--- config.mk ---
export PLATFORM = sky130hd
export DESIGN_NAME = audio_mixer_nch
export DESIGN_NICKNAME = d
export VERILOG_FILES = /design/src/rtl/audio_mixer_nch.sv
export SDC_FILE = /design/constraint.sdc
export NUM_CORES = 1
export LEC_CHECK = 0
export ABC_CLOCK_PERIOD_IN_PS = 6500
export BUFFER_PORTS_ARGS = -buffer_cell sky130_fd_sc_hd__buf_2
export CAP_MARGIN = 15
export CORE_MARGIN = 2
export CORE_UTILIZATION = 50
export CTS_CLUSTER_DIAMETER = 40
export CTS_CLUSTER_SIZE = 30
export DETAILED_ROUTE_END_ITERATION = 10
export GPL_ROUTABILITY_DRIVEN = 0
export GPL_TIMING_DRIVEN = 0
export HOLD_SLACK_MARGIN = 0.05
export PLACE_DENSITY = 0.73
export RECOVER_POWER = 50
export SYNTH_ARGS = -nofsm -noshare
export SYNTH_HDL_FRONTEND = slang
export SYNTH_SLANG_ARGS = --single-unit
--- constraint.sdc ---
create_clock -name clk_sys -period 6.5 [get_ports clk_sys]
set_clock_uncertainty 0.05 [all_clocks]
set_input_delay 0.325 -clock clk_sys [delete_from_list [all_inputs] [get_ports clk_sys]]
set_output_delay 0.325 -clock clk_sys [all_outputs]
set_load 0.02 [all_outputs]
--- src/rtl/audio_mixer_nch.sv ---
// N-channel audio mixer: one time-shared adder over NUM_CH unsigned channels,
// per-channel shift gain, output shift with saturation and a linear soft-mute ramp.
//
// state | meaning
// IDLE  | waiting for ce_sample; the level ramp and audio_out hold
// ACCUM | adding one snapshotted channel per cycle into acc
// SCALE | saturate the shifted sum, step the mute level, form the scaled product
// OUT   | present the product on audio_out with a one-cycle audio_valid pulse

module audio_mixer_nch #(
  parameter int NUM_CH = 3,
  parameter int IN_W   = 8,
  parameter int OUT_W  = 16,
  parameter int OUT_SH = 5,
  parameter int RAMP_W = 4
) (
  input  logic                   clk_sys,
  input  logic                   reset,
  input  logic                   ce_sample,
  input  logic [NUM_CH*IN_W-1:0] ch_in,
  input  logic [NUM_CH*2-1:0]    ch_gain,
  input  logic                   mute,
  output logic [OUT_W-1:0]       audio_out,
  output logic                   audio_valid,
  output logic                   busy,
  output logic                   overrun
);

  // Three extra bits cover the maximum gain shift, clog2 covers the channel count.
  localparam int ACC_W = IN_W + 3 + $clog2(NUM_CH);
  localparam int IDX_W = (NUM_CH > 1) ? $clog2(NUM_CH) : 1;
  localparam int SC_W  = ACC_W + OUT_SH;
  localparam int CMP_W = (SC_W > OUT_W) ? SC_W : OUT_W;
  localparam int PW    = OUT_W + RAMP_W + 1;

  localparam logic [IDX_W-1:0]  IDX_LAST   = IDX_W'(NUM_CH - 1);
  localparam logic [RAMP_W:0]   LEVEL_FULL = {1'b1, {RAMP_W{1'b0}}};
  localparam logic [RAMP_W:0]   LEVEL_ZERO = '0;
  localparam logic [CMP_W-1:0]  SAT_MAX    = CMP_W'({OUT_W{1'b1}});

  typedef enum logic [1:0] {
    S_IDLE  = 2'd0,
    S_ACCUM = 2'd1,
    S_SCALE = 2'd2,
    S_OUT   = 2'd3
  } state_t;

  state_t                  state_q, state_d;
  logic [NUM_CH*IN_W-1:0]  snap_ch_q, snap_ch_d;
  logic [NUM_CH*2-1:0]     snap_gain_q, snap_gain_d;
  logic [ACC_W-1:0]        acc_q, acc_d;
  logic [IDX_W-1:0]        idx_q, idx_d;
  logic [RAMP_W:0]         level_q, level_d;
  logic [OUT_W-1:0]        prod_q, prod_d;
  logic [OUT_W-1:0]        audio_out_q, audio_out_d;
  logic                    valid_q, valid_d;
  logic                    overrun_q, overrun_d;

  logic [IN_W-1:0]         ch_sel;
  logic [1:0]              gain_sel;
  logic [ACC_W-1:0]        addend;
  logic [SC_W-1:0]         scaled;
  logic [CMP_W-1:0]        scaled_ext;
  logic [OUT_W-1:0]        sat;
  logic [RAMP_W:0]         level_next;

  always_comb begin
    ch_sel   = snap_ch_q[int'(idx_q)*IN_W +: IN_W];
    gain_sel = snap_gain_q[int'(idx_q)*2 +: 2];
    addend   = ACC_W'(ch_sel) << gain_sel;
  end

  always_comb begin
    scaled     = SC_W'(acc_q) << OUT_SH;
    scaled_ext = CMP_W'(scaled);
    sat        = (scaled_ext > SAT_MAX) ? {OUT_W{1'b1}} : scaled_ext[OUT_W-1:0];
  end

  // The ramp moves one step per output sample and clamps at both ends.
  always_comb begin
    level_next = level_q;
    if (mute) begin
      if (level_q != LEVEL_ZERO) level_next = level_q - (RAMP_W+1)'(1);
    end else begin
      if (level_q != LEVEL_FULL) level_next = level_q + (RAMP_W+1)'(1);
    end
  end

  always_comb begin
    state_d     = state_q;
    snap_ch_d   = snap_ch_q;
    snap_gain_d = snap_gain_q;
    acc_d       = acc_q;
    idx_d       = idx_q;
    level_d     = level_q;
    prod_d      = prod_q;
    audio_out_d = audio_out_q;
    valid_d     = 1'b0;
    overrun_d   = overrun_q;

    // A strobe arriving mid-mix is dropped but remembered.
    if (ce_sample && (state_q != S_IDLE)) overrun_d = 1'b1;

    case (state_q)
      S_IDLE: begin
        if (ce_sample) begin
          snap_ch_d   = ch_in;
          snap_gain_d = ch_gain;
          acc_d       = '0;
          idx_d       = '0;
          state_d     = S_ACCUM;
        end
      end
      S_ACCUM: begin
        acc_d = acc_q + addend;
        if (idx_q == IDX_LAST) begin
          state_d = S_SCALE;
        end else begin
          idx_d = idx_q + IDX_W'(1);
        end
      end
      S_SCALE: begin
        level_d = level_next;
        prod_d  = OUT_W'((PW'(sat) * PW'(level_next)) >> RAMP_W);
        state_d = S_OUT;
      end
      S_OUT: begin
        audio_out_d = prod_q;
        valid_d     = 1'b1;
        state_d     = S_IDLE;
      end
      default: state_d = S_IDLE;
    endcase
  end

  always_ff @(posedge clk_sys or posedge reset) begin
    if (reset) begin
      state_q     <= S_IDLE;
      snap_ch_q   <= '0;
      snap_gain_q <= '0;
      acc_q       <= '0;
      idx_q       <= '0;
      level_q     <= LEVEL_FULL;
      prod_q      <= '0;
      audio_out_q <= '0;
      valid_q     <= 1'b0;
      overrun_q   <= 1'b0;
    end else begin
      state_q     <= state_d;
      snap_ch_q   <= snap_ch_d;
      snap_gain_q <= snap_gain_d;
      acc_q       <= acc_d;
      idx_q       <= idx_d;
      level_q     <= level_d;
      prod_q      <= prod_d;
      audio_out_q <= audio_out_d;
      valid_q     <= valid_d;
      overrun_q   <= overrun_d;
    end
  end

  assign audio_out   = audio_out_q;
  assign audio_valid = valid_q;
  assign busy        = (state_q != S_IDLE);
  assign overrun     = overrun_q;

endmodule

Word-level counts from Yosys, hierarchy flattened. Index checks and enable logic that the tools add are counted.

Add/sub/neg operators: 4. $mul: 1. $lt $le $gt $ge: 1. Eq/ne operators: 8. Shifts and indexed selects: 3. Multiplexer cells: 13. Reduce and logical (&&, ||, !) cells: 9.

Operator list (count): case mux 13 bit (2 select lines) (1); indexed part select 24 x 6 -> 8 bit (1); multiplier 16 x 5 -> 20 bit (1); > comparator 18 x 16 -> 1 bit (second input constant) (1); two-way mux 16 bit (1); two-way mux 5 bit (3); adder 13 bit (1); two-way mux 13 bit (1); << shifter 8 x 2 -> 13 bit (1); two-way mux 2 bit (4); case mux 2 bit (4 select lines) (1); == test 2 bit (second input constant) (3); inequality test 2 bit (second input constant) (3); AND reduction 2 bit (3); indexed part select 6 x 4 -> 2 bit (1); adder 5 x 1 -> 5 bit (second input constant) (1); inequality test 5 bit (second input constant) (1); nonzero test 5 bit (1); subtractor 5 x 1 -> 5 bit (second input constant) (1); case mux 2 bit (2 select lines) (1); nonzero test 2 bit (2); AND reduction 3 bit (1); adder 2 x 1 -> 2 bit (second input constant) (1); == test 2 x 1 -> 1 bit (second input constant) (1); other kinds (3) (3).

Flip-flop bits (word level): 86. Output and inout port bits: 19.

Depth between registers and ports, before layout.
Word-level depth: 4. Depth in mapped cells: 23.

Least setup slack after synthesis. Ideal clock, no wire load.

Kind: register to register. Start point: register level_q[0]. End point: register prod_q[13]. Library setup time: 0.126 ns. Data arrival time: 5.106 ns. Data required time: 6.324 ns. Setup slack: 1.218 ns. Stages on the path, launching flop included: 22. Buffers on the path: 2. Period minus slack after synthesis: 5.282 ns. Cells stage by stage: dfrtp_1 -> ha_1 -> nor2b_1 -> nand2_1 -> mux2i_1 -> or2_2 -> clkbuf_1 -> clkbuf_1 -> nor2_1 -> fa_1 -> fa_1 -> inv_1 -> fa_1 -> inv_1 -> ha_1 -> a21o_1 -> a21oi_1 -> o22ai_1 -> o311ai_2 -> a21oi_1 -> mux2_1 -> a221o_1.

Cells in the longest elaborated chain, start to end: 4. Elaborated cells between the ends (all ways): 8. Those cells by class: 2 x add/sub; 1 x mul; 1 x eq/ne; 3 x mux; 1 x reduce/logical.

Ends and longest elaborated chain: from (decl) (line 53) `logic [RAMP_W:0] level_q, level_d;`; from (signal assigned) (line 154) `level_q <= level_d;`; adder 5 x 1 -> 5 bit, or another cell as far along (line 85) `if (level_q != LEVEL_FULL) level_next = level_q + (RAMP_W+1)'(1);`; two-way mux 5 bit (on tied branches) (line 85, 83); two-way mux 5 bit * (line 82) `if (mute) begin`; multiplier 16 x 5 -> 20 bit * (line 124) `prod_d = OUT_W'((PW'(sat) * PW'(level_next)) >> RAMP_W);`; to (signal assigned) (line 155) `prod_q <= prod_d;`; to (decl) (line 54) `logic [OUT_W-1:0] prod_q, prod_d;`.

Mark *: on every way between the ends. The rest lies on a longest branch, timed or not. A chain may end at the register's enable or synchronous reset.

Worst setup path after layout. Ends and elaborated chain as after synthesis.

==> flow_summary_export.csv <==
group,metric,value,unit
floorplan,fp-row-count,41,
clock_tree,clk_latency,0.35,ns
routing,drt_first_pass_iters,5,
yosys,netlist.area_leader.share,0.327,
timing,tns,0,ns
final_layout,multiInputGateArea,0.00396,mm2
setup_path,crit_arrival,6.11,ns
yosys,synth.most_common_cell,"dfrtp_1",
yosys,synth_area_leader_cell,"dfrtp_1",
yosys,async_reset_ff_frac,1.00,
yosys,synth_cell_type_count,50,
clock_tree,clkSinkCount,86,
min_path,min_path_type,"in2reg",
timing,rsz0062_at_grt,"no",
status,status,"finished, violations left",
status,violations,"max-capacitance violations, max-slew violations",
yosys,syn-num-nets,786,
routing,ant_nets,0,
clock_tree,cts-root-buf,"clkbuf_16",
floorplan,start_util,0.514,
timing,slew_viol_final,53,
floorplan,dieArea,0.0140,mm2
floorplan,ioPinCount,53,
yosys,ys_warn_count,0,
timing,slew_headroom,-0.802,
floorplan,coreArea,0.0127,mm2
global_route,overflow,0,
timing,period_share,0.913,
yosys,seq_area_frac_synth,0.331,
timing,max_slew.worst_pin.slew,2.70,ns
run,maxCapViolations,2,
yosys,synth_seq_cells,86,
timing,max_freq,0.168,GHz
timing,fin_crit,5.94,ns
global_route,first_global_vias,5369,
clock_tree,clk_path_buf_depth,2,
clock_tree,cts_buffers,9,
yosys,syn_area_per_cell,9.71,um2
global_route,grtUsageTotal,0.217,
yosys,synth_area_leaders,"dfrtp_1, fa_1, mux2_2, ha_1, nor2_1",
clock_tree,clk_pin_slew,0.06,ns
final_layout,drive_gt1_frac,0.169,
yosys,synth_common_cells,"dfrtp_1, nor2_1, inv_1",
final_layout,num-nets-final,850,
place,port_buffers,51,
routing,vias,4974,
setup_path,crit_required,6.68,ns
clock_tree,cts_tree,"built",
global_route,grt_max_degree,53,
yosys,syn_area,0.00651,mm2
floorplan,fp.dieH,118,um
clock_tree,cts_setup_buffers,0,
final_layout,register_area,0.00215,mm2
routing,drt_iter0_drc,200,
final_layout,antenna_cells,0,
yosys,synthCells,671,
floorplan,die_w,118,um
yosys,synth_edf_count,0,
setup_path,cp-start-kind,"flip-flop",
timing,finalSetupViolations,0,
final_layout,syn2layout_area_growth,12.2,%
setup_path,critPathCaptureType,"flip-flop",
routing,vias_per_cell,5.45,
final_layout,num-fill-cells,1145,
timing,hold_violations,0,
routing,routedWlPerCell,14.9,um
place,hpwl,11000,um
yosys,synth-main-ff-cell,"dfrtp_1",
setup_path,cp_max_fo,10,
global_route,grt_pass1_wl,24600,um
global_route,antenna_found_initial,0,
clock_tree,htree_num_levels,3,
setup_path,criticalPathCategory,"reg2reg",
routing,drc,0,
routing,wl,13600,um
==> stage by stage <==
step	hold WS, ns	instance area, um2	setup slack (ns)	std cells	utilization
2_1_floorplan	0.392	6510	1.22	671	-
3_3_place_gp	0.384	6980	0.597	894	0.551
3_5_place_dp	0.320	7010	0.438	895	0.554
4_1_cts	0.142	7360	0.404	912	0.581
5_1_grt	0.145	7310	0.170	912	0.577
6_report	0.151	7310	0.564	912	0.577
==> routing by layer <==
| metal | vias up | wire [um] | global-route usage |
|---|---|---|---|
| li1 | 2385 | - | - |
| met1 | 2455 | 5780 | 0.254 |
| met2 | 106 | 7030 | 0.389 |
| met3 | 28 | 472 | 0.0410 |
| met4 | 0 | 350 | 0.0881 |
| met5 | - | 0 | 0 |
==> cell usage in the layout, fill, tap and decap left out, types with 9 or more instances in the layout <==
cell type  instances
mux2_2            58
clkbuf_16          9
o21ai_0           50
xnor2_1           20
buf_2             35
nor2_1            78
dfrtp_1           85
nand2_1           39
mux2i_1           28
ha_1              46
inv_1             74
a21oi_1           29
fa_1              35
clkbuf_1          38
xor2_1            12
==> area by class of cell <==
| type | instances | area share |
|---|---|---|
| tap | 172 | 0.0294 |
| timing repair buffer | 53 | 0.0337 |
| sequential | 86 | 0.295 |
| buffer | 28 | 0.0159 |
| multi-input combinational | 482 | 0.542 |
| clock inverter | 6 | 0.0127 |
| clock buffer | 10 | 0.0327 |
| inverter | 75 | 0.0387 |
==> registers in the layout (all words and copies together), names as in the netlist <==
signal       count
idx_q            2
prod_q          16
acc_q           13
overrun          1
audio_out       16
audio_valid      1
level_q          5
state_q          2
snap_ch_q       24
snap_gain_q      6
==> what timing repair did <==
item / CTS / global route
endpoints found under the hold margin: 34 / 0
gates resized for setup: 0 / 2
hold buffers: 1 / 0
setup endpoints to repair: 0 / 1
==> cells by family (layout without fill, tap and decap cells) <==
logic type	Yosys count	in the layout	synth area share
and+or+nand+nor	165	165	0.114
AOI/OAI and AO/OA	116	116	0.107
buffers and inverters	103	172	0.0609
muxes	88	88	0.148
DFF	86	86	0.331
adders and majority gates	81	81	0.196
xor gates and xnor gates	32	32	0.0430
==> worst max-delay path, stage by stage (launching register included) <==
cell      delay, ns
dfrtp_1        0.42
inv_1          0.13
ha_1           0.24
nand3b_1       0.10
a21oi_1        0.30
or2_2          0.17
clkbuf_1       0.28
clkbuf_2       0.33
nor2_1         0.11
fa_1           0.52
fa_1           0.56
inv_1          0.06
fa_1           0.54
inv_1          0.05
ha_1           0.37
a21o_1         0.20
a21oi_1        0.19
o22ai_1        0.16
o311ai_2       0.29
a21oi_1        0.13
mux2_1         0.32
a221o_1        0.27
==> path summary, 6_finish.rpt <==
path | depth (start not counted) | slack [ns] | endpoint | startpoint
hold reg to reg | 1 | 0.41 | overrun | overrun
hold / removal | 2 | 0.15 | snap_ch_q[5] | ch_in[5]
setup reg to reg | 21 | 0.56 | prod_q[13] | level_q[0]
min in group asynchronous | 3 | 0.81 | state_q[0] | reset
max in group asynchronous | 4 | 2.49 | level_q[1] | reset
setup / recovery | 21 | 0.56 | prod_q[13] | level_q[0]
Power is left out: the tool's default activity adds up to more than one toggle a clock period on the data nets, which glitch-free logic cannot reach.
